### config.mk
export PLATFORM = sky130hd
export DESIGN_NAME = mul_share_sched
export DESIGN_NICKNAME = d
export VERILOG_FILES = /design/src/rtl/mul_share_pkg.sv /design/src/rtl/mul_mode_unit.sv /design/src/rtl/mul_share_sched.sv
export SDC_FILE = /design/constraint.sdc
export NUM_CORES = 1
export LEC_CHECK = 0
export CAP_MARGIN = 0
export CORE_UTILIZATION = 54
export CTS_CLUSTER_SIZE = 16
export DETAILED_ROUTE_END_ITERATION = 6
export GPL_ROUTABILITY_DRIVEN = 1
export HOLD_SLACK_MARGIN = 0.02
export PLACE_DENSITY = 0.82
export SLEW_MARGIN = 25
export SYNTH_ARGS = -nofsm -noshare
export SYNTH_HDL_FRONTEND = slang
export SYNTH_SLANG_ARGS = --single-unit
### constraint.sdc
create_clock -name clk -period 10.55 [get_ports clk]
set_input_delay 1.5825 -clock clk [delete_from_list [all_inputs] [get_ports clk]]
set_output_delay 1.5825 -clock clk [all_outputs]
set_load 0.1 [all_outputs]
### src/rtl/mul_share_pkg.sv
// Shared types and constants for the multiplier-sharing scheduler.
package mul_share_pkg;

    localparam int OP_W     = 8;   // operand width
    localparam int P_W      = 16;  // product width
    localparam int APPROX_L = 2;   // low x bits dropped in approximate mode
    localparam int CORR_POS = 8;   // bit position of the correction terms
    localparam int ID_MAX_W = 3;   // enough to name up to 8 requesters

    typedef struct packed {
        logic [OP_W-1:0]     x;
        logic [OP_W-1:0]     y;
        logic                approx;
        logic [ID_MAX_W-1:0] id;
    } req_t;

endpackage

### src/rtl/mul_mode_unit.sv
// Combinational 8x8 multiplier with exact and l=2 approximate modes.
module mul_mode_unit
    import mul_share_pkg::*;
(
    input  logic [OP_W-1:0] i_x,
    input  logic [OP_W-1:0] i_y,
    input  logic            i_approx,
    output logic [P_W-1:0]  o_z
);

    logic [P_W-1:0] w_exact;
    logic [P_W-1:0] w_trunc;
    logic [P_W-1:0] w_corr;
    logic           w_c_lo;
    logic           w_c_hi;

    // Exact product, truncated-x product plus top-bit correction, then mode select.
    always_comb begin
        w_exact = P_W'(i_x) * P_W'(i_y);
        w_trunc = (P_W'(i_y) * P_W'(i_x[OP_W-1:APPROX_L])) << APPROX_L;
        w_c_lo  = (i_x[0] & i_y[OP_W-1]) | (i_x[1] & i_y[OP_W-2]);
        w_c_hi  = i_x[1] & i_y[OP_W-1];
        w_corr  = (P_W'(w_c_lo) << CORR_POS) + (P_W'(w_c_hi) << CORR_POS);
        o_z     = i_approx ? (w_trunc + w_corr) : w_exact;
    end

endmodule

### src/rtl/mul_share_sched.sv
// Round-robin scheduler sharing one multiplier across N_REQ requesters,
// with a two-stage (operand, product) valid/ready pipeline.
module mul_share_sched
    import mul_share_pkg::*;
#(
    parameter int N_REQ = 4,
    parameter int ID_W  = 2,
    parameter int CNT_W = 16
)(
    input  logic                  clk,
    input  logic                  rst,
    input  logic [N_REQ-1:0]      req_valid,
    output logic [N_REQ-1:0]      req_ready,
    input  logic [N_REQ*OP_W-1:0] req_x,
    input  logic [N_REQ*OP_W-1:0] req_y,
    input  logic [N_REQ-1:0]      req_approx,
    output logic                  rsp_valid,
    input  logic                  rsp_ready,
    output logic [P_W-1:0]        rsp_z,
    output logic [ID_W-1:0]       rsp_id,
    output logic                  rsp_approx,
    output logic                  busy,
    output logic [CNT_W-1:0]      op_count
);

    logic [ID_MAX_W-1:0] r_ptr;
    req_t                r_s1;
    logic                r_s1_valid;
    logic                r_s2_valid;
    logic [P_W-1:0]      r_s2_z;
    logic [ID_MAX_W-1:0] r_s2_id;
    logic                r_s2_approx;
    logic [CNT_W-1:0]    r_op_count;

    logic                w_s1_ready;
    logic                w_s2_ready;
    logic                w_gnt_any;
    logic [ID_MAX_W-1:0] w_gnt_id;
    logic [N_REQ-1:0]    w_grant;
    req_t                w_gnt_req;
    logic                w_accept;
    logic [P_W-1:0]      w_s1_z;
    int unsigned         w_ptr_u;

    assign w_s2_ready = !r_s2_valid || rsp_ready;
    assign w_s1_ready = !r_s1_valid || w_s2_ready;
    assign w_ptr_u    = 32'(r_ptr);
    assign w_accept   = w_gnt_any && w_s1_ready;

    // Rotate-priority search: indices at or above ptr first, then the wrapped low ones.
    always_comb begin
        w_gnt_any = 1'b0;
        w_gnt_id  = '0;
        w_grant   = '0;
        w_gnt_req = '0;
        for (int unsigned i = 0; i < N_REQ; i++) begin
            if (!w_gnt_any && req_valid[i] && (i >= w_ptr_u)) begin
                w_gnt_any        = 1'b1;
                w_gnt_id         = ID_MAX_W'(i);
                w_grant[i]       = 1'b1;
                w_gnt_req.x      = req_x[i*OP_W +: OP_W];
                w_gnt_req.y      = req_y[i*OP_W +: OP_W];
                w_gnt_req.approx = req_approx[i];
                w_gnt_req.id     = ID_MAX_W'(i);
            end
        end
        for (int unsigned i = 0; i < N_REQ; i++) begin
            if (!w_gnt_any && req_valid[i] && (i < w_ptr_u)) begin
                w_gnt_any        = 1'b1;
                w_gnt_id         = ID_MAX_W'(i);
                w_grant[i]       = 1'b1;
                w_gnt_req.x      = req_x[i*OP_W +: OP_W];
                w_gnt_req.y      = req_y[i*OP_W +: OP_W];
                w_gnt_req.approx = req_approx[i];
                w_gnt_req.id     = ID_MAX_W'(i);
            end
        end
    end

    // Reset is folded in so req_ready is 0 as soon as rst rises, not at the next edge.
    always_comb begin
        req_ready = '0;
        if (w_s1_ready && !rst) begin
            req_ready = w_grant;
        end
    end

    // Round-robin pointer moves past the granted requester on each accept.
    always_ff @(posedge clk or posedge rst) begin
        if (rst) begin
            r_ptr <= '0;
        end else if (w_accept) begin
            if (w_gnt_id == ID_MAX_W'(N_REQ - 1)) begin
                r_ptr <= '0;
            end else begin
                r_ptr <= w_gnt_id + 1'b1;
            end
        end
    end

    // Operand stage: refills whenever it can move on, so drain and refill share a cycle.
    always_ff @(posedge clk or posedge rst) begin
        if (rst) begin
            r_s1_valid <= 1'b0;
            r_s1       <= '0;
        end else if (w_s1_ready) begin
            r_s1_valid <= w_accept;
            if (w_accept) begin
                r_s1 <= w_gnt_req;
            end
        end
    end

    mul_mode_unit u_mode (
        .i_x      (r_s1.x),
        .i_y      (r_s1.y),
        .i_approx (r_s1.approx),
        .o_z      (w_s1_z)
    );

    // Product stage: payload only changes when downstream can take it, keeping rsp_* stable.
    always_ff @(posedge clk or posedge rst) begin
        if (rst) begin
            r_s2_valid  <= 1'b0;
            r_s2_z      <= '0;
            r_s2_id     <= '0;
            r_s2_approx <= 1'b0;
        end else if (w_s2_ready) begin
            r_s2_valid <= r_s1_valid;
            if (r_s1_valid) begin
                r_s2_z      <= w_s1_z;
                r_s2_id     <= r_s1.id;
                r_s2_approx <= r_s1.approx;
            end
        end
    end

    // Completed-response counter, wrapping naturally.
    always_ff @(posedge clk or posedge rst) begin
        if (rst) begin
            r_op_count <= '0;
        end else if (r_s2_valid && rsp_ready) begin
            r_op_count <= r_op_count + CNT_W'(1);
        end
    end

    assign rsp_valid  = r_s2_valid;
    assign rsp_z      = r_s2_z;
    assign rsp_id     = ID_W'(r_s2_id);
    assign rsp_approx = r_s2_approx;
    assign busy       = r_s1_valid || r_s2_valid;
    assign op_count   = r_op_count;

endmodule

======== Word level (Yosys, flattened, before mapping) ========
Index checks and enable logic that the tools add are counted.
W data, S select, Z words.
word-level totals
  bits in registers ....................... 59
  latch bits .............................. 0
  RAM bits ................................ 0
  bits in read-only memories .............. 0
  output and inout port bits .............. 41
  memories kept ........................... 0
cells by class
  add/sub/neg operators ................... 4
  $mul .................................... 2
  divide/modulo/power cells ............... 0
  magnitude comparators ................... 8
  eq/ne operators ......................... 1
  shift operators ......................... 0
  muxes and demuxes ....................... 33
  bitwise gates (word level) .............. 4
  reductions and logical operators ........ 33
operators with widths
  kind                     count
  $mux W20                 8
  $mux W3                  7
  $logic_and A1 B1 Y1      18
  $add A16 B1 Y16 const B  1
  $add A16 B10 Y16         1
  $mul A8 B8 Y16           1
  $mux W1                  16
  $mux W16                 1
  $mul A8 B6 Y14           1
  $add A9 B9 Y10           1
  $logic_not A1 Y1         10
  $ge A1 B3 Y1 const A     2
  $ge A2 B3 Y1 const A     2
  $lt A1 B3 Y1 const A     2
  $lt A2 B3 Y1 const A     2
  $mux W4                  1
  $reduce_and A2 Y1        2
  $add A3 B1 Y3 const B    1
  $and A1 B1 Y1            3
  $eq A3 B2 Y1 const B     1
  $logic_or A1 B1 Y1       3
  $or A1 B1 Y1             1

======== Longest topological paths before layout ========
  depth in word-level cells ............... 33
  mapped depth ............................ 19
  depth with buffers taken out ............ 19

======== Hierarchy ========
A second synthesis with hierarchy kept.
unflattened totals
  cells, all modules ...................... 803
  area, all modules ....................... 7,154.4 sq um
by module, submodules not included
  module           instances  cells an instance  area each (sq um)  seq. area each (sq um)
  mul_share_sched  1          372                3,614.7            1,451.4
  mul_mode_unit    1          431                3,539.6            0.0

======== Worst setup path after synthesis ========
OpenSTA, ideal clock, no wires.
  path kind ............................... input port to output port
  start ................................... input rst
  end ..................................... output req_ready[1]
  data arrival time ....................... 4.525 ns
  setup slack ............................. 4.442 ns
  stages on the path ...................... 3
  buffers on the path ..................... 0
  cell sequence ........................... inv_1 nand2_1 a21oi_1
between the ends
  cells in the longest elaborated chain, start to end .. 3
ends and longest elaborated chain
  item                        RTL line               RTL
  start, declared             mul_share_sched.sv:11  input logic rst,
  $logic_not A1 Y1 (no line)  --
  $logic_and A1 B1 Y1         mul_share_sched.sv:83  if (w_s1_ready && !rst) begin
  $mux W4                     mul_share_sched.sv:83
  end, declared               mul_share_sched.sv:13  output logic [N_REQ-1:0] req_ready,
No other way between the ends.

======== Worst setup path in the final report ========
  start ................................... input req_valid[1]
  end ..................................... output req_ready[2]
between the ends
  cells in the longest elaborated chain, start to end .. 24
  elaborated cells between the ends (all ways) .. 25
  those cells by class .................... mux: 8; reduce/logical: 17
ends and longest elaborated chain
  item                              RTL line               RTL
  start, declared                   mul_share_sched.sv:12  input logic [N_REQ-1:0] req_valid,
  $logic_and A1 B1 Y1 (2 in a row)  mul_share_sched.sv:57  if (!w_gnt_any && req_valid[i] && (i >= w_ptr_u)) begin
  $mux W1                           mul_share_sched.sv:57
  $logic_not A1 Y1                  mul_share_sched.sv:57
  $logic_and A1 B1 Y1 (2 in a row)  mul_share_sched.sv:57
  $mux W1                           mul_share_sched.sv:57
  $logic_not A1 Y1                  mul_share_sched.sv:57
  $logic_and A1 B1 Y1 (2 in a row)  mul_share_sched.sv:57
  $mux W1                           mul_share_sched.sv:57
  [... 3 more ...]                  --
  $mux W1                           mul_share_sched.sv:68  if (!w_gnt_any && req_valid[i] && (i < w_ptr_u)) begin
  $logic_not A1 Y1                  mul_share_sched.sv:68
  $logic_and A1 B1 Y1 (2 in a row)  mul_share_sched.sv:68
  $mux W1                           mul_share_sched.sv:68
  $logic_not A1 Y1                  mul_share_sched.sv:68
  $logic_and A1 B1 Y1 (2 in a row)  mul_share_sched.sv:68
  $mux W1 (*)                       mul_share_sched.sv:68
  $mux W4 (*)                       mul_share_sched.sv:83
Every way passes the cells marked *; elsewhere a longest branch is shown, timed or not.

==> flow_summary.yaml <==
clocking:
  clk_root_buffer_cell: "clkbuf_16"
  cts.sinks: 58
  post_cts.repair.setup_buffers: 0
  cts.htree.levels: 3
  worst_setup_hold_path_clk_slew_ns: 0.05
  clockBufferDepth: 2
  ctsHoldBuffers: 0
  ctsResizeCount: 0
  clk_latency_ns: 0.33
  cts_tree: "done"
  tritoncts.num_buffers: 9
yosys:
  postSynthAreaPerCell_sq_um: 9.324
  ys.flop_type: "dfrtp_1"
  syn_inst: 655
  count_of_warnings_emitted_by_yosys: 0
  yosys_register_bits: 58
  synth_enable_flop_cells: 0
  synth_async_sr_flop_share: 1.000
  sequential_area_share_after_synthesis: 0.2377
  post_syn_nets: 849
  count_of_distinct_cell_types_in_the_synthesized_netlist: 63
  synthesis.area_sq_um: 6107
setup_path:
  cp_data_required_time_ns: 8.97
  worstPathBufferInverterCount: 3
  worst-setup-path-type: "primary input to output pin"
  critical_path.reg2reg.startpoint: "r_s1[18]"
  timing.critical_path.max_delay_family: "buffers and inverters"
  critPathMaxFanout: 17
  crit_path_top_delay_cell: "clkdlybuf4s50_1"
  rr_worst_depth: 17
  critPathCaptureType: "output pin"
  max_stage_delay_ns: 1.14
  critPathMostFrequentCell: "clkdlybuf4s50_1"
  ff_to_ff_setup_slack_ns: 5.72
  cp-start-kind: "primary input"
  timing.rr.end: "rsp_z[15]"
  data_arrival_time_at_the_worst_slack_endpoint_ns: 4.36
  crit_path_cell_trace: "clkdlybuf4s50_1 > inv_1 > o21ai_0 > a21oi_2 > and3_1 > clkdlybuf4s50_1"
layout:
  mostFrequentLayoutCell: "clkdlybuf4s50_1"
  synthesis_to_layout_area_growth_pct: 26.63
  final_net_count: 962
  final_layout_size_suffix_gt1_frac: 0.04916
  final_core_utilization: 0.7072
  final-instance-count-excl-fill: 913
  filler_cell_count_in_the_final_layout: 820
  number_of_diodes: 0
  most_frequent_cells_in_the_layout: "clkdlybuf4s50_1 (115), nand2_1 (76), inv_1 (76)"
grt:
  globalRouteTotalUtil: 0.2932
  grt_max_degree: 62
  grt_pass1_wl_microns: 26410
  number_of_global_route_vias_before_repair: 5707
  grt_antenna_before_repair: 0
  gr-total-overflow: 0
min_path:
  holdPathEnd: "r_s2_id[0]"
  min_path_cells: 2
  timing.hold.worst.start: "r_s1[0]"
  timing.hold.worst.class: "flop to flop"
sta:
  worst_clock_skew_ns: 0.005415
  rsz0062_at_grt: "false"
  post-route-period-util: 0.5634
  hold_violations: 0
  setup-tns-final_ns: 0
  hold_slack_ns: 0.4621
  worstMarginPinSlew_ns: 1.036
  final.min_clock_period_ns: 5.944
  slew_headroom: 0.3070
  final-setup-viol-count: 0
  slew_violations: 0
  max_clock_freq_mhz: 168.2
floorplanning:
  die-height_microns: 108.3
  start_util: 0.5585
  dieWidth_microns: 108.3
  io_pins: 116
  floorplan.rows: 38
  die-area_sq_um: 11740
  fp.coreArea_sq_um: 10940
placed_design:
  dpl.hpwl_microns: 12680
  gp_congestion: 0.8951
  port_buffers: 115
  placed_cells: 897
routing:
  drt-vias-per-instance: 5.867
  drcViolationCount: 1
  drt_iter0_drc: 354
  drt-total-wl_microns: 16230
  drtAntennaViolNets: 0
  vias: 5357
  detail_routed_net_length_per_standard_cell_microns: 17.78
  drt_pre_antenna_iters: 7
outcome:
  failing_checks: "design-rule violations"
  outcome: "finished with violations"
job:
  max_cap_viol_count: 0
-- tightest hold or removal path: cells and delay by family, from the launching register on --
kind | cells | cell delay (ns)
flip-flops | 1 | 0.34
AND/OR/NAND/NOR | 2 | 0.09
-- cell usage after synthesis (all sizes together), types with 15 or more instances --
| master | count | area (sq um) |
|---|---|---|
| inv | 77 | 289.0 |
| dfrtp | 58 | 1451 |
| fa | 58 | 1161 |
| and2 | 47 | 294.0 |
| nand2 | 76 | 285.3 |
| xnor2 | 20 | 175.2 |
| a21oi | 22 | 110.1 |
| a31oi | 19 | 118.9 |
| o21ai | 22 | 110.1 |
| clkbuf | 16 | 60.06 |
| nor2 | 40 | 150.1 |
| ha | 61 | 763.2 |
| a222oi | 15 | 150.1 |
-- state kept, by name, summed over array words and instances (netlist names) --
signal      cells
r_s2_id         2
r_s1           19
r_s1_valid      1
op_count       16
rsp_z          16
rsp_valid       1
r_ptr           2
rsp_approx      1
-- worst max-delay path by stage --
stage	from	cells after the start	endpoint
after floorplan	rst	3	req_ready[1]
after global placement	req_valid[0]	5	req_ready[0]
after detailed placement	req_valid[1]	6	req_ready[2]
after CTS	req_valid[1]	6	req_ready[2]
after global routing	req_valid[3]	6	req_ready[2]
final	req_valid[1]	6	req_ready[2]
-- area by class of cell --
class                   instances  area, sq um  share of cell area
inverters                      77        289.0             0.03737
flip-flops and latches         58         1451              0.1877
well taps                     140        175.2             0.02265
clock inverters                 7        101.3             0.01310
multi-input cells             504         4318              0.5583
repair buffers                118         1174              0.1518
clock buffers                   9        225.2             0.02912
-- metal layers --
layer / vias up / share of wire / global-route usage
met5: - / 0 / 0
met4: 0 / 0.031 / 0.1168
met3: 45 / 0.055 / 0.03556
met2: 230 / 0.52 / 0.5196
met1: 2608 / 0.40 / 0.3633
li1: 2474 / - / -
-- kinds of logic (layout without fill, tap and decap cells) --
logic type	Yosys count	count (layout)	share of synthesized area
adder cells (fa/ha/maj)	119	119	0.3151
buffers and inverters	93	211	0.05716
AND/OR/NAND/NOR	223	223	0.1832
XOR/XNOR	32	32	0.05020
flip-flops	58	58	0.2377
multiplexers	7	7	0.01250
AO/OA/AOI/OAI	123	123	0.1442
-- metrics by stage --
step,area [sq um],setup slack [ns]
after floorplan,6107,4.442
after global placement,7400,4.458
after detailed placement,7400,4.389
after CTS,7726,4.367
after global routing,7734,4.546
final,7734,4.606
Power is left out: the tool's default activity adds up to more than one toggle a clock period on the data nets, which glitch-free logic cannot reach.
==> variant 1 (same settings) <==
`ID_MAX_W`: 3 -> 6.
--- a/src/rtl/mul_share_pkg.sv
+++ b/src/rtl/mul_share_pkg.sv
@@ -5,7 +5,7 @@
     localparam int P_W      = 16;  // product width
     localparam int APPROX_L = 2;   // low x bits dropped in approximate mode
     localparam int CORR_POS = 8;   // bit position of the correction terms
-    localparam int ID_MAX_W = 3;   // enough to name up to 8 requesters
+    localparam int ID_MAX_W = 6;   // enough to name up to 8 requesters
 
     typedef struct packed {
         logic [OP_W-1:0]     x;
Check against the original RTL: not settled (the Yosys comparison gave no result); the edit may change what the design does.
==> variant 1 against the unedited design <==
  * Critical endpoint unchanged
  * Largest cell class unchanged
  * Maximum frequency is 5.8% lower
  * Design area is 3.9% higher
  * Sequential cell count stayed put
  * Routed wire length is 5.6% higher
  * Register-to-register slack better by 70 ps
  * Synthesized area is 6.1% higher
  * Critical path type unchanged
  * The flow still finishes with violations (design-rule violations)
  * Utilization is 1.3 points lower
  * Die area is 6.0% higher
  * Setup slack worse by 370 ps
  * Worst hold slack better by 4.7 ps
Power is not shown: default switching activity piles up to over one toggle a cycle in this logic, so the estimate is an artifact.
==> variant 1: results (changes against the unedited design) <==
| Metric | Value |
|---|---|
| Global-route wire length before repair | 29300 um (was 26400 um) |
| Drt pass-1 iters | 7 (unchanged) |
| Worst-path clk slew | 50 ps (about the same) |
| Via density | 5.89 (was 5.87) |
| Gpl congestion | 0.917 (was 0.895) |
| Post-synth cell types | 62 (was 63) |
| Violated checks | design-rule violations (unchanged) |
| First DRT Iteration DRCs | 469 (was 354) |
| Crit path max-delay family | buffers and inverters (unchanged) |
| Routed Antenna Nets | 0 (unchanged) |
| Peak per-stage delay on the critical path | 1140 ps (about the same) |
| Pin count of the biggest net entering global routing | 61 (was 62) |
| Commonest cells post-synth | inv_1, nand2_1, ha_1, dfrtp_1, fa_1 (unchanged) |
| Fraction of layout cells with a size suffix above 1 | 5.12% (was 4.92%) |
| Vias in the first global route | 6168 (was 5707) |
| GRT Overall Usage | 29.5% (was 29.3%) |
| Relative slew slack | 31.0% (was 30.7%) |
| Yosys top cell area share | 22.4% (was 23.8%) |
| Final Max Tran Viols | 0 (unchanged) |
| Max Clock Skew | 7.86 ps (was 5.42 ps) |
| Worst EP arrival | 4730 ps (was 4360 ps) |
| Total setup buffers inserted after CTS | 0 (unchanged) |
| Synthesized Nets | 928 (was 849) |
| Critical path launch point | req_valid[2] (was req_valid[1]) |
| Initial antenna violation count | 0 (unchanged) |
| Cts repair resizes | 0 (unchanged) |
| Seq/Total Area, Yosys | 22.4% (was 23.8%) |
| Largest register FFs | 19 (unchanged) |
| H-tree levels | 3 (unchanged) |
| TritonCTS Buffers | 9 (unchanged) |
| Routed wire length | 17100 um (was 16200 um) |
| CP Max Fanout | 14 (was 17) |
| Diodes inserted | 0 (unchanged) |
| Final HPWL DP | 13700 um (was 12700 um) |
| Hold Path Origin | r_s1[0]$_DFFE_PP0P_ (unchanged) |
| Nets | 1028 (was 962) |
| Clk_lat worst skew | 320 ps |
| Asr flop ratio synth | 100% (unchanged) |
| Synth top area cells | dfrtp_1, fa_1, ha_1 (unchanged) |
| # port buffers | 115 (unchanged) |
| Worst hold path type | flip-flop to flip-flop (unchanged) |
| Crit-path slowest cell | clkdlybuf4s50_1 (unchanged) |
| Reg2Reg Launch Point | r_s1[10]$_DFFE_PP0P_ (was r_s1[18]$_DFFE_PP0P_) |
| Root Buffer | clkbuf_16 (unchanged) |
| Biggest register | r_s1 (unchanged) |
| Warning count from the yosys run | 0 (unchanged) |
| Fmax | 158 MHz (was 168 MHz) |
| Clock Path Buffers | 2 (unchanged) |
| Hold Path Stages | 2 (unchanged) |
| DRC viols | 2 (was 1) |
| Reg2reg path depth | 18 (was 17) |
| Status | complete, but fails checks (unchanged) |
| Primary FF master, synth | dfrtp_1 (unchanged) |
-- variant 1: final timing paths --
kind | endpoint | slack (ps)
max in group asynchronous | r_s1[8]$_DFFE_PP0P_ | 8270
min in group asynchronous | rsp_z[14]$_DFFE_PP0P_ | 1810
min | r_s2_id[0]$_DFFE_PP0P_ | 470
max reg2reg | rsp_z[15]$_DFFE_PP0P_ | 5790
max | req_ready[2] | 4240
min reg2reg | r_s2_id[0]$_DFFE_PP0P_ | 470
-- variant 1: through the flow --
| step | util, % | setup slack, ps | std cells | area, sq um |
|---|---|---|---|---|
| after floorplan | - | 4390 | 735 | 6480 |
| after global placement | 66.6 | 4320 | 967 | 7700 |
| after detailed placement | 66.6 | 4270 | 967 | 7700 |
| after CTS | 69.4 | 4250 | 983 | 8030 |
| after global routing | 69.4 | 4110 | 983 | 8030 |
| final | 69.4 | 4240 | 983 | 8030 |
-- variant 1: cell type report --
class                      count  area [sq um]
sequential                    58          1450
fill                         895          3530
inverter                      99           372
clock inverter                 6           105
clock buffer                  10           229
tap                          143           179
timing repair buffer         118          1170
multi-input combinational    549          4520
-- variant 1: kinds of logic after synthesis --
family | count (synthesis) | share of synthesized area (%)
fa+ha+maj | 118 | 29.5
buf+inv | 128 | 7.88
compound gates | 147 | 15.2
mux | 6 | 0.985
simple gates | 246 | 19.1
xor+xnor | 32 | 4.90
flops | 58 | 22.4
-- variant 1: tightest hold or removal path, stage by stage, from the launching register on --
cell     delay [ps]
dfrtp_1         340
nand2_1          50
nand2_1          50
-- variant 1: per-layer routing --
| metal | part of all wire, % | global-route usage (%) |
|---|---|---|
| met2 | 50 | 53.0 |
| met5 | 0 | 0 |
| met3 | 6.6 | 6.21 |
| met1 | 41 | 35.4 |
| met4 | 2.5 | 9.10 |
==> variant 2 (same settings) <==
Without the edit above. Reset style: synchronous (`rst`), changed in 4 clocked blocks.
--- a/src/rtl/mul_share_sched.sv
+++ b/src/rtl/mul_share_sched.sv
@@ -86,7 +86,7 @@
     end
 
     // Round-robin pointer moves past the granted requester on each accept.
-    always_ff @(posedge clk or posedge rst) begin
+    always_ff @(posedge clk) begin
         if (rst) begin
             r_ptr <= '0;
         end else if (w_accept) begin
@@ -99,7 +99,7 @@
     end
 
     // Operand stage: refills whenever it can move on, so drain and refill share a cycle.
-    always_ff @(posedge clk or posedge rst) begin
+    always_ff @(posedge clk) begin
         if (rst) begin
             r_s1_valid <= 1'b0;
             r_s1       <= '0;
@@ -119,7 +119,7 @@
     );
 
     // Product stage: payload only changes when downstream can take it, keeping rsp_* stable.
-    always_ff @(posedge clk or posedge rst) begin
+    always_ff @(posedge clk) begin
         if (rst) begin
             r_s2_valid  <= 1'b0;
             r_s2_z      <= '0;
@@ -136,7 +136,7 @@
     end
 
     // Completed-response counter, wrapping naturally.
-    always_ff @(posedge clk or posedge rst) begin
+    always_ff @(posedge clk) begin
         if (rst) begin
             r_op_count <= '0;
         end else if (r_s2_valid && rsp_ready) begin
Function: changed (Yosys sat finds a counterexample within 4 cycles, from zero or initial values and one cycle with rst high; the reset may be asserted at any time).
==> variant 2 against the unedited design <==
  * Maximum frequency fell by 1.7%
  * Design area fell by 1.6%
  * Synthesized cell count increased by 5.8%
  * Synthesized area down 0.29%
  * Clock skew grew 2.7 ps
  * Sequential share of layout area is 3.5 points lower
  * Global-route usage shrank 0.23 points
  * Setup slack worse by 100 ps
  * Routed wire length up 1.3%
  * Sequential cell count did not move
Power is left out: it rests on default switching activity, and per cell area and clock period it moved more than threefold.
==> variant 2: results (changes against the unedited design) <==
| Metric | Value |
|---|---|
| Hold Path Origin | r_s2_id[1]$_SDFFE_PP0P_ (was r_s1[0]$_DFFE_PP0P_) |
| H-tree levels | 3 (unchanged) |
| Reg2reg path depth | 14 (was 17) |
| Worst EP arrival | 4470 ps (was 4360 ps) |
| Root Buffer | clkbuf_16 (unchanged) |
| Final HPWL DP | 12600 um (was 12700 um) |
| Avg WL per Cell | 17.5 um (was 17.8 um) |
| Worst r2r dst | rsp_z[15]$_SDFFE_PP0P_ (was rsp_z[15]$_DFFE_PP0P_) |
| Max Clock Skew | 8.12 ps (was 5.42 ps) |
| Diodes inserted | 0 (unchanged) |
| Relative slew slack | 31.7% (was 30.7%) |
| Reg2Reg Launch Point | r_s1[14]$_SDFFE_PP0P_ (was r_s1[18]$_DFFE_PP0P_) |
| Primary FF master, synth | dfxtp_1 (was dfrtp_1) |
| Critical path launch point | req_valid[3] (was req_valid[1]) |
| Routed via count | 5544 (was 5357) |
| Vias in the first global route | 5646 (was 5707) |
| Post-synth cell types | 70 (was 63) |
| Nets | 989 (was 962) |
| Seq/Total Area, Yosys | 19.1% (was 23.8%) |
| Worst reg-to-reg setup slack | 5720 ps (about the same) |
| CP Capture Point | req_ready[2] (unchanged) |
| Fraction of layout cells with a size suffix above 1 | 5.38% (was 4.92%) |
| First DRT Iteration DRCs | 340 (was 354) |
| Synthesized Nets | 887 (was 849) |
| GRT Overall Usage | 29.1% (was 29.3%) |
| Synth top area cells | dfxtp_1, fa_1, ha_1 (was dfrtp_1, fa_1, ha_1) |
| Initial antenna violation count | 0 (unchanged) |
| Hold Path Stages | 2 (unchanged) |
| CP Max Fanout | 18 (was 17) |
| Asr flop ratio synth | 0% (was 100%) |
| Drt pass-1 iters | 5 (was 7) |
| WHS Endpoint | r_s2_id[1]$_SDFFE_PP0P_ (was r_s2_id[0]$_DFFE_PP0P_) |
| Commonest cells post-synth | inv_1, nor2_1, ha_1, dfxtp_1, fa_1 (was inv_1, nand2_1, ha_1, dfrtp_1, fa_1) |
| Gpl congestion | 0.858 (was 0.895) |
| Pin count of the biggest net entering global routing | 60 (was 62) |
| Peak per-stage delay on the critical path | 1160 ps (was 1140 ps) |
| Status | finished, final reports clean (was complete, but fails checks) |
| Global-route wire length before repair | 26700 um (was 26400 um) |
-- variant 2: cell count changes after synthesis, moves of 7 or more --
cell,unedited run,this run
dfrtp_1,58,0
dfxtp_1,0,58
a22oi_1,0,34
nand2_1,76,47
nor2_1,40,66
a311oi_1,0,22
a31oi_1,19,3
a222oi_1,15,0
or3_1,2,10
a211oi_1,1,8
a21oi_1,22,29
-- variant 2: final cells by class --
cell class / count / area, sq um
Sequential cell: 58 / 1160
Clock inverter: 5 / 78.8
Multi-Input combinational cell: 536 / 4520
Clock buffer: 10 / 239
Fill cell: 831 / 3320
Inverter: 73 / 274
Timing Repair Buffer: 117 / 1160
Tap cell: 140 / 175
-- variant 2: layer usage --
| metal | track usage, % | part of all wire (%) |
|---|---|---|
| met5 | 0 | 0 |
| met4 | 11.7 | 3.2 |
| met3 | 2.29 | 5.0 |
| met2 | 53.1 | 51 |
| met1 | 35.2 | 41 |
-- variant 2: kinds of logic after synthesis --
group	Yosys count	share of synthesized area, %
multiplexers	7	1.17
AND/OR/NAND/NOR	244	20.5
XOR/XNOR	27	4.01
flip-flops	58	19.1
AO/OA/AOI/OAI	139	16.9
buffers and inverters	99	6.82
adder cells (fa/ha/maj)	119	31.6
-- variant 2: critical path: cells and delay by family --
family / cells / cell delay [ps]
and+or+nand+nor: 3 / 860
buffers and inverters: 3 / 1810
AOI/OAI and AO/OA: 2 / 220
-- variant 2: per-stage QoR --
stage                     instances  setup slack [ps]  hold WS [ps]  instance area [sq um]  util [%]
after floorplan                 693              5140           430                   6090         -
after global placement          924              4660           444                   7290      66.7
after detailed placement        924              4530           454                   7290      66.7
after CTS                       939              4520           459                   7610      69.6
after global routing            939              4310           478                   7610      69.6
final                           939              4500           461                   7610      69.6
